**src/rtl/riscv_pkg.sv**
```systemverilog
// Shared constants and types for the decode/operand-read slice.
// Defines XLEN, NREG, AW, REG_ZERO and reg_idx_t.
package riscv_pkg;

  localparam int XLEN = 32;
  localparam int NREG = 32;
  localparam int AW   = $clog2(NREG);

  typedef logic [AW-1:0] reg_idx_t;

  localparam reg_idx_t REG_ZERO = '0;

endpackage

```
**src/rtl/regfile_2r1w.sv**
```systemverilog
// Architectural register file: two combinational reads, one write.
// Ports: clk, rst (sync, active-high), we/waddr/wdata write port,
// raddr1/raddr2 -> rdata1/rdata2. x0 reads zero and ignores writes.
// Optional macro RF_BYPASS_EN: same-cycle write is forwarded to reads.
module regfile_2r1w
  import riscv_pkg::*;
#(
  parameter int XLEN = riscv_pkg::XLEN,
  parameter int NREG = riscv_pkg::NREG,
  localparam int AW = $clog2(NREG)
) (
  input  logic            clk,
  input  logic            rst,
  input  logic            we,
  input  logic [AW-1:0]   waddr,
  input  logic [XLEN-1:0] wdata,
  input  logic [AW-1:0]   raddr1,
  input  logic [AW-1:0]   raddr2,
  output logic [XLEN-1:0] rdata1,
  output logic [XLEN-1:0] rdata2
);

  localparam logic [AW-1:0] ZERO = AW'(REG_ZERO);

  logic [XLEN-1:0] mem [NREG];
  logic            wr;

  assign wr = we && (waddr != ZERO);

  always_ff @(posedge clk) begin
    if (rst) begin
      for (int i = 0; i < NREG; i++)
        mem[i] <= '0;
    end else if (wr) begin
      mem[waddr] <= wdata;
    end
  end

`ifdef RF_BYPASS_EN
  always_comb begin
    rdata1 = '0;
    rdata2 = '0;
    if (raddr1 != ZERO)
      rdata1 = (wr && waddr == raddr1) ? wdata : mem[raddr1];
    if (raddr2 != ZERO)
      rdata2 = (wr && waddr == raddr2) ? wdata : mem[raddr2];
  end
`else
  // Reads see the pre-write value; decode must stall to observe it.
  always_comb begin
    rdata1 = '0;
    rdata2 = '0;
    if (raddr1 != ZERO)
      rdata1 = mem[raddr1];
    if (raddr2 != ZERO)
      rdata2 = mem[raddr2];
  end
`endif

endmodule

```
**src/rtl/decode_operand_stage.sv**
```systemverilog
// Decode operand read plus ID/EX pipeline register with stall/flush.
// Ports: clk, rst, decode fields (*_D, PCD, ...), writeback port
// (RegWriteW/RDW/ResultW), EnE/FlushE control, execute fields (*_E).
// Macro RF_BYPASS_EN enables write-through bypass in the register file.
module decode_operand_stage
  import riscv_pkg::*;
#(
  parameter int XLEN = riscv_pkg::XLEN,
  parameter int NREG = riscv_pkg::NREG,
  localparam int AW = $clog2(NREG)
) (
  input  logic            clk,
  input  logic            rst,
  input  logic [AW-1:0]   RS1_D,
  input  logic [AW-1:0]   RS2_D,
  input  logic [AW-1:0]   RD_D,
  input  logic [XLEN-1:0] PCD,
  input  logic [XLEN-1:0] PCPlus4D,
  input  logic [XLEN-1:0] ImmExtD,
  input  logic            ValidD,
  input  logic            RegWriteW,
  input  logic [AW-1:0]   RDW,
  input  logic [XLEN-1:0] ResultW,
  input  logic            EnE,
  input  logic            FlushE,
  output logic [XLEN-1:0] RD1_E,
  output logic [XLEN-1:0] RD2_E,
  output logic [AW-1:0]   RS1_E,
  output logic [AW-1:0]   RS2_E,
  output logic [AW-1:0]   RD_E,
  output logic [XLEN-1:0] PCE,
  output logic [XLEN-1:0] PCPlus4E,
  output logic [XLEN-1:0] ImmExtE,
  output logic            ValidE
);

  logic [XLEN-1:0] rd1;
  logic [XLEN-1:0] rd2;

  regfile_2r1w #(
    .XLEN (XLEN),
    .NREG (NREG)
  ) u_rf (
    .clk    (clk),
    .rst    (rst),
    .we     (RegWriteW),
    .waddr  (RDW),
    .wdata  (ResultW),
    .raddr1 (RS1_D),
    .raddr2 (RS2_D),
    .rdata1 (rd1),
    .rdata2 (rd2)
  );

  // rst > FlushE > EnE > hold; a flush wins even while stalled.
  always_ff @(posedge clk) begin
    if (rst || FlushE) begin
      RD1_E    <= '0;
      RD2_E    <= '0;
      RS1_E    <= '0;
      RS2_E    <= '0;
      RD_E     <= '0;
      PCE      <= '0;
      PCPlus4E <= '0;
      ImmExtE  <= '0;
      ValidE   <= 1'b0;
    end else if (EnE) begin
      RD1_E    <= rd1;
      RD2_E    <= rd2;
      RS1_E    <= RS1_D;
      RS2_E    <= RS2_D;
      RD_E     <= RD_D;
      PCE      <= PCD;
      PCPlus4E <= PCPlus4D;
      ImmExtE  <= ImmExtD;
      ValidE   <= ValidD;
    end
  end

endmodule

```
**config.mk**
```make
export PLATFORM = sky130hd
export DESIGN_NAME = decode_operand_stage
export DESIGN_NICKNAME = d
export VERILOG_FILES = /design/src/rtl/riscv_pkg.sv /design/src/rtl/regfile_2r1w.sv /design/src/rtl/decode_operand_stage.sv
export SDC_FILE = /design/constraint.sdc
export NUM_CORES = 2
export LEC_CHECK = 0
export ABC_AREA = 1
export BUFFER_PORTS_ARGS = -buffer_cell sky130_fd_sc_hd__buf_4
export CAP_MARGIN = 10
export CORE_MARGIN = 2
export CORE_UTILIZATION = 35
export CTS_CLUSTER_SIZE = 25
export DETAILED_ROUTE_END_ITERATION = 7
export GPL_ROUTABILITY_DRIVEN = 0
export PLACE_DENSITY = 0.61
export SLEW_MARGIN = 15
export SYNTH_ARGS = -nofsm -noshare
export SYNTH_HDL_FRONTEND = slang
export SYNTH_HIERARCHICAL = 1
export SYNTH_SLANG_ARGS = --single-unit
```
**constraint.sdc**
```tcl
create_clock -name clk -period 2.4 [get_ports clk]
set_input_delay 0.24 -clock clk [delete_from_list [all_inputs] [get_ports clk]]
set_output_delay 0.24 -clock clk [all_outputs]
set_load 0.05 [all_outputs]
```
# ---- Word-level counts from Yosys, hierarchy flattened
# Memories as Yosys holds them, arrays and structs flattened.
# Index checks and enable logic that the tools add are counted.
dict set report totals {
  input_bits 154
  elab_cells 26
  register_bits 176
  out_inout_bits 176
  n_memories 1
  ramBits 1024
}
# name depth width rd rd_clocked_by_memory_dff write_ports line_no
set memory_table {}
lappend memory_table {u_rf.mem 32 32 2 0 32 regfile_2r1w.sv:25} ;# logic [XLEN-1:0] mem [NREG];
dict set report op_classes {
  mux 10
  n_reduce_logical 6
}
# op count
set op_table {}
lappend op_table {{$mux W32} 3}
lappend op_table {{$reduce_or A32 Y1} 1}
lappend op_table {{$reduce_bool A5 Y1} 3}
lappend op_table {{$mux W1} 6}
lappend op_table {{$mux W5} 1}
lappend op_table {{$logic_and A1 B1 Y1} 1}
lappend op_table {{$logic_or A1 B1 Y1} 1}

# ---- Logic depth before layout (Yosys ltp)
dict set report depth {
  ltp_word 7
  ltp_mapped 17
}

# ---- Cells and area by module
# Netlist, hierarchy kept.
# mod area_each_um2 cells_per_inst instances
set by_module_without_submodules {}
lappend by_module_without_submodules {regfile_2r1w 56579.3 7255 1}
lappend by_module_without_submodules {decode_operand_stage 7183.1 1115 1}

# ---- Worst setup path after synthesis
# OpenSTA, ideal clock, no wires.
dict set report synth_timing {
  path_type {input port to flip-flop}
  start {input RDW[3]}
  end {memory u_rf.mem[10][0], enable pin}
  arrival_time_ps 1868
  t_required_ps 2011
  stages 11
  n_path_buf 1
  setup_slack_ps 142
  path_cell_list {inv_1 -> nand3_1 -> inv_1 -> nand2_1 -> nand3_1 -> inv_1 -> nand3_1 -> inv_1 -> nand2_1 -> buf_2 -> nand2_1}
}
# element line_no
set synth_lines {}
lappend synth_lines {{from (decl)} decode_operand_stage.sv:22} ;# input logic [AW-1:0] RDW,
lappend synth_lines {{to (decl)} regfile_2r1w.sv:25}

==> results_dict.tcl <==
set metrics [dict create \
    ys_top_cells_by_area "edfxtp_1 48%, nand2_1 14%, nor2_1 13%, nand3_1 7.7%, dfxtp_1 5.5%" \
    cts_tree "done" \
    viasPerCell 5.56 \
    fmaxAchievable_mhz 427 \
    path_delay_family "buffers and inverters" \
    clockRootBuffer "clkbuf_16" \
    syn_area_per_cell_um2 7.62 \
    synth_warnings 6 \
    slowest_delay_ps 580 \
    crit_path_start_kind "input port" \
    synth-adder-area-share_pct 0 \
    clk_path_buf_depth 3 \
    totalWireLength_um 275000 \
    fin_worst_skew_ps 33.3 \
    synth_top_family_by_area "simple AND/OR/NAND/NOR gates" \
    routedWlPerCell_um 24.3 \
    fin_util_pct 43.2 \
    synthDistinctLibCells 21 \
    cts_buffers 137 \
    yosysTopAreaCellShare_pct 48.2 \
    core-area_um2 181000 \
    seq_power_share_pct 45.0 \
    end_kind "register" \
    grt_pass1_wl_um 397000 \
    antenna_found_initial 15 \
    dpl.hpwl_um 175000 \
    synth_compound_area_share_pct 4.63 \
    path_class "input port to register" \
    ys_ff_latch 1200 \
    synthMuxAreaShare_pct 0 \
    layout_commonest_cell "nand2_1" \
    crit_top_cell "dlygate4sd3_1" \
    start_util_pct 35.2 \
    cp_slowest_cell "dlygate4sd3_1" \
    io-pin-count 330 \
    drtPass1Iterations 7 \
    crit_path_cell_trace "dlygate4sd3_1, buf_12, nand2_1, dlygate4sd3_1, nand2_1, dlygate4sd3_1, nor2_1, dlygate4sd3_1" \
    pwr_density_cell_nw_per_um2 694 \
    die_w_um 431 \
    floorplan.rows 156 \
    worstPathBufferInverterCount 5 \
    p_total_mw 54.2 \
    period_needed_ps 2340 \
    grt_overflow 0 \
    route.antenna.remaining_nets 0 \
    drt-initial-drc-count 9066 \
    rsz0062_at_grt "no" \
    ir_worst_vdd_uv 812 \
    fp.dieArea_um2 186000 \
    hold_viol_final 0 \
    combPwrFrac_pct 15.8 \
    final_max_slew_viol_count 0 \
    grt_start_max_net_pins 85 \
    intPower_mw 38.8 \
    period_share_pct 97.6 \
    clkLatencyLatePin_ps 800 \
    io_buffers 329 \
    h-tree-depth 4 \
    num_vias 62967 \
    grt_pass1_vias 59626 \
    area_delta_synth_final_pct 22.5 \
    holdWs_ps 72.4 \
    drc 0 \
    worstPathMaxFanout 51 \
    drv_cap 0 \
    layout-drive-gt1-share_pct 11.9 \
    setup_viol 0 \
    cts.sinks 1200 \
    required_ps 3060 \
    power_leakage_nw 33.8 \
    clk_pin_slew_ps 70 \
    yosys.area.top_type "edfxtp_1" \
    synth_xor_area_share_pct 0 \
    layout_common_cells "2400 x nand2_1, 2140 x nor2_1, 1024 x edfxtp_1" \
    nets 8990 \
    tns_ps 0 \
    die_y_um 431 \
    pwr-share-clk_pct 39.2 \
    yosysSeqAreaShare_pct 53.8 \
    status "complete, no violations" \
    relSlewSlack_pct 46.3 \
    final_cell_area_um2 78100 \
    synth_area_um2 63800 \
    post_cts_buffers 0 \
    grt_usage_pct 28.9 \
    synthSimpleGateAreaFrac_pct 34.8 \
    p_sw_mw 15.4 \
    p_sw_share_pct 28.4 \
    syn_inst 8370 \
    hp-class "input port to register" \
    arrival_ps 3010 \
    tightestPinTransition_ps 803 \
    placed_cell_area_um2 71900 \
]
==> synth_stat cells, drive strengths merged <==
cell / n
nor3: 8
nor2: 2143
inv: 329
conb: 1
o211ai: 23
nand3: 984
dfxtp: 176
edfxtp: 1024
clkbuf: 301
buf: 385
nand2: 2436
clkinv: 3
o21ai: 435
nand4: 1
a21oi: 121
==> repair_timing <==
action,4_1_cts,5_1_grt
hold buffers,168,0
hold endpoints to repair,137,0
setup endpoints to repair,0,3
resized for setup,0,1
==> state kept, by name, indices dropped and copies added, names as in the netlist, 32 cells and up <==
name      flops
RD2_E        32
u_rf/mem   1024
PCPlus4E     32
RD1_E        32
PCE          32
ImmExtE      32
==> final timing paths <==
| kind | cells after the start | endpoint | slack (ps) | from |
|---|---|---|---|---|
| worst min-delay path | 4 | u_rf/mem[7][23] | 70 | ResultW[23] |
| worst max register to register | 11 | RD1_E[24] | 60 | u_rf/mem[14][24] |
| worst max-delay path | 8 | PCE[16] | 60 | EnE |
| worst min register to register | 2 | PCPlus4E[9] | 470 | PCPlus4E[9] |
==> tightest hold or removal path, stage by stage <==
cell    delay, ps
buf_4          70
inv_1          30
buf_4         260
nor2_1        150
==> power groups by stage <==
stage               registers [mW]  logic (mW)  clock network (mW)
floorplan                     25.0        4.01                   0
global placement              24.8        7.98                   0
detailed placement            24.8        8.04                   0
CTS                           24.4        8.28                21.4
global route                  24.5        9.07                22.1
finish                        24.4        8.59                21.2
==> cells by family after synthesis <==
| family | Yosys count |
|---|---|
| AOI/OAI and AO/OA | 579 |
| buffers and inverters | 1018 |
| DFF | 1200 |
| other | 1 |
| and+or+nand+nor | 5572 |
==> per-stage QoR <==
step	std cells	worst slack, ps
floorplan	8401	142
global placement	10899	-143
detailed placement	10899	-117
CTS	11320	154
global route	11321	4.69
finish	11328	56.9
==> per-layer routing <==
layer	global-route usage [%]	up-vias	part of all wire [%]
met2	43.2	4669	42
li1	-	27876	-
met4	19.7	18	7.5
met5	0	-	0.045
met3	7.96	940	14
met1	36.2	29464	36
==> layout make-up <==
cell class / instances / area, µm²
clock inverter: 58 / 592
clock buffer: 195 / 3890
inverter: 332 / 1280
sequential: 1200 / 34300
fill: 17353 / 103000
multi-input combinational: 6183 / 25300
timing repair buffer: 982 / 9730
tap: 2370 / 2970
antenna: 8 / 20.0
(Power assumes the default switching activity.)
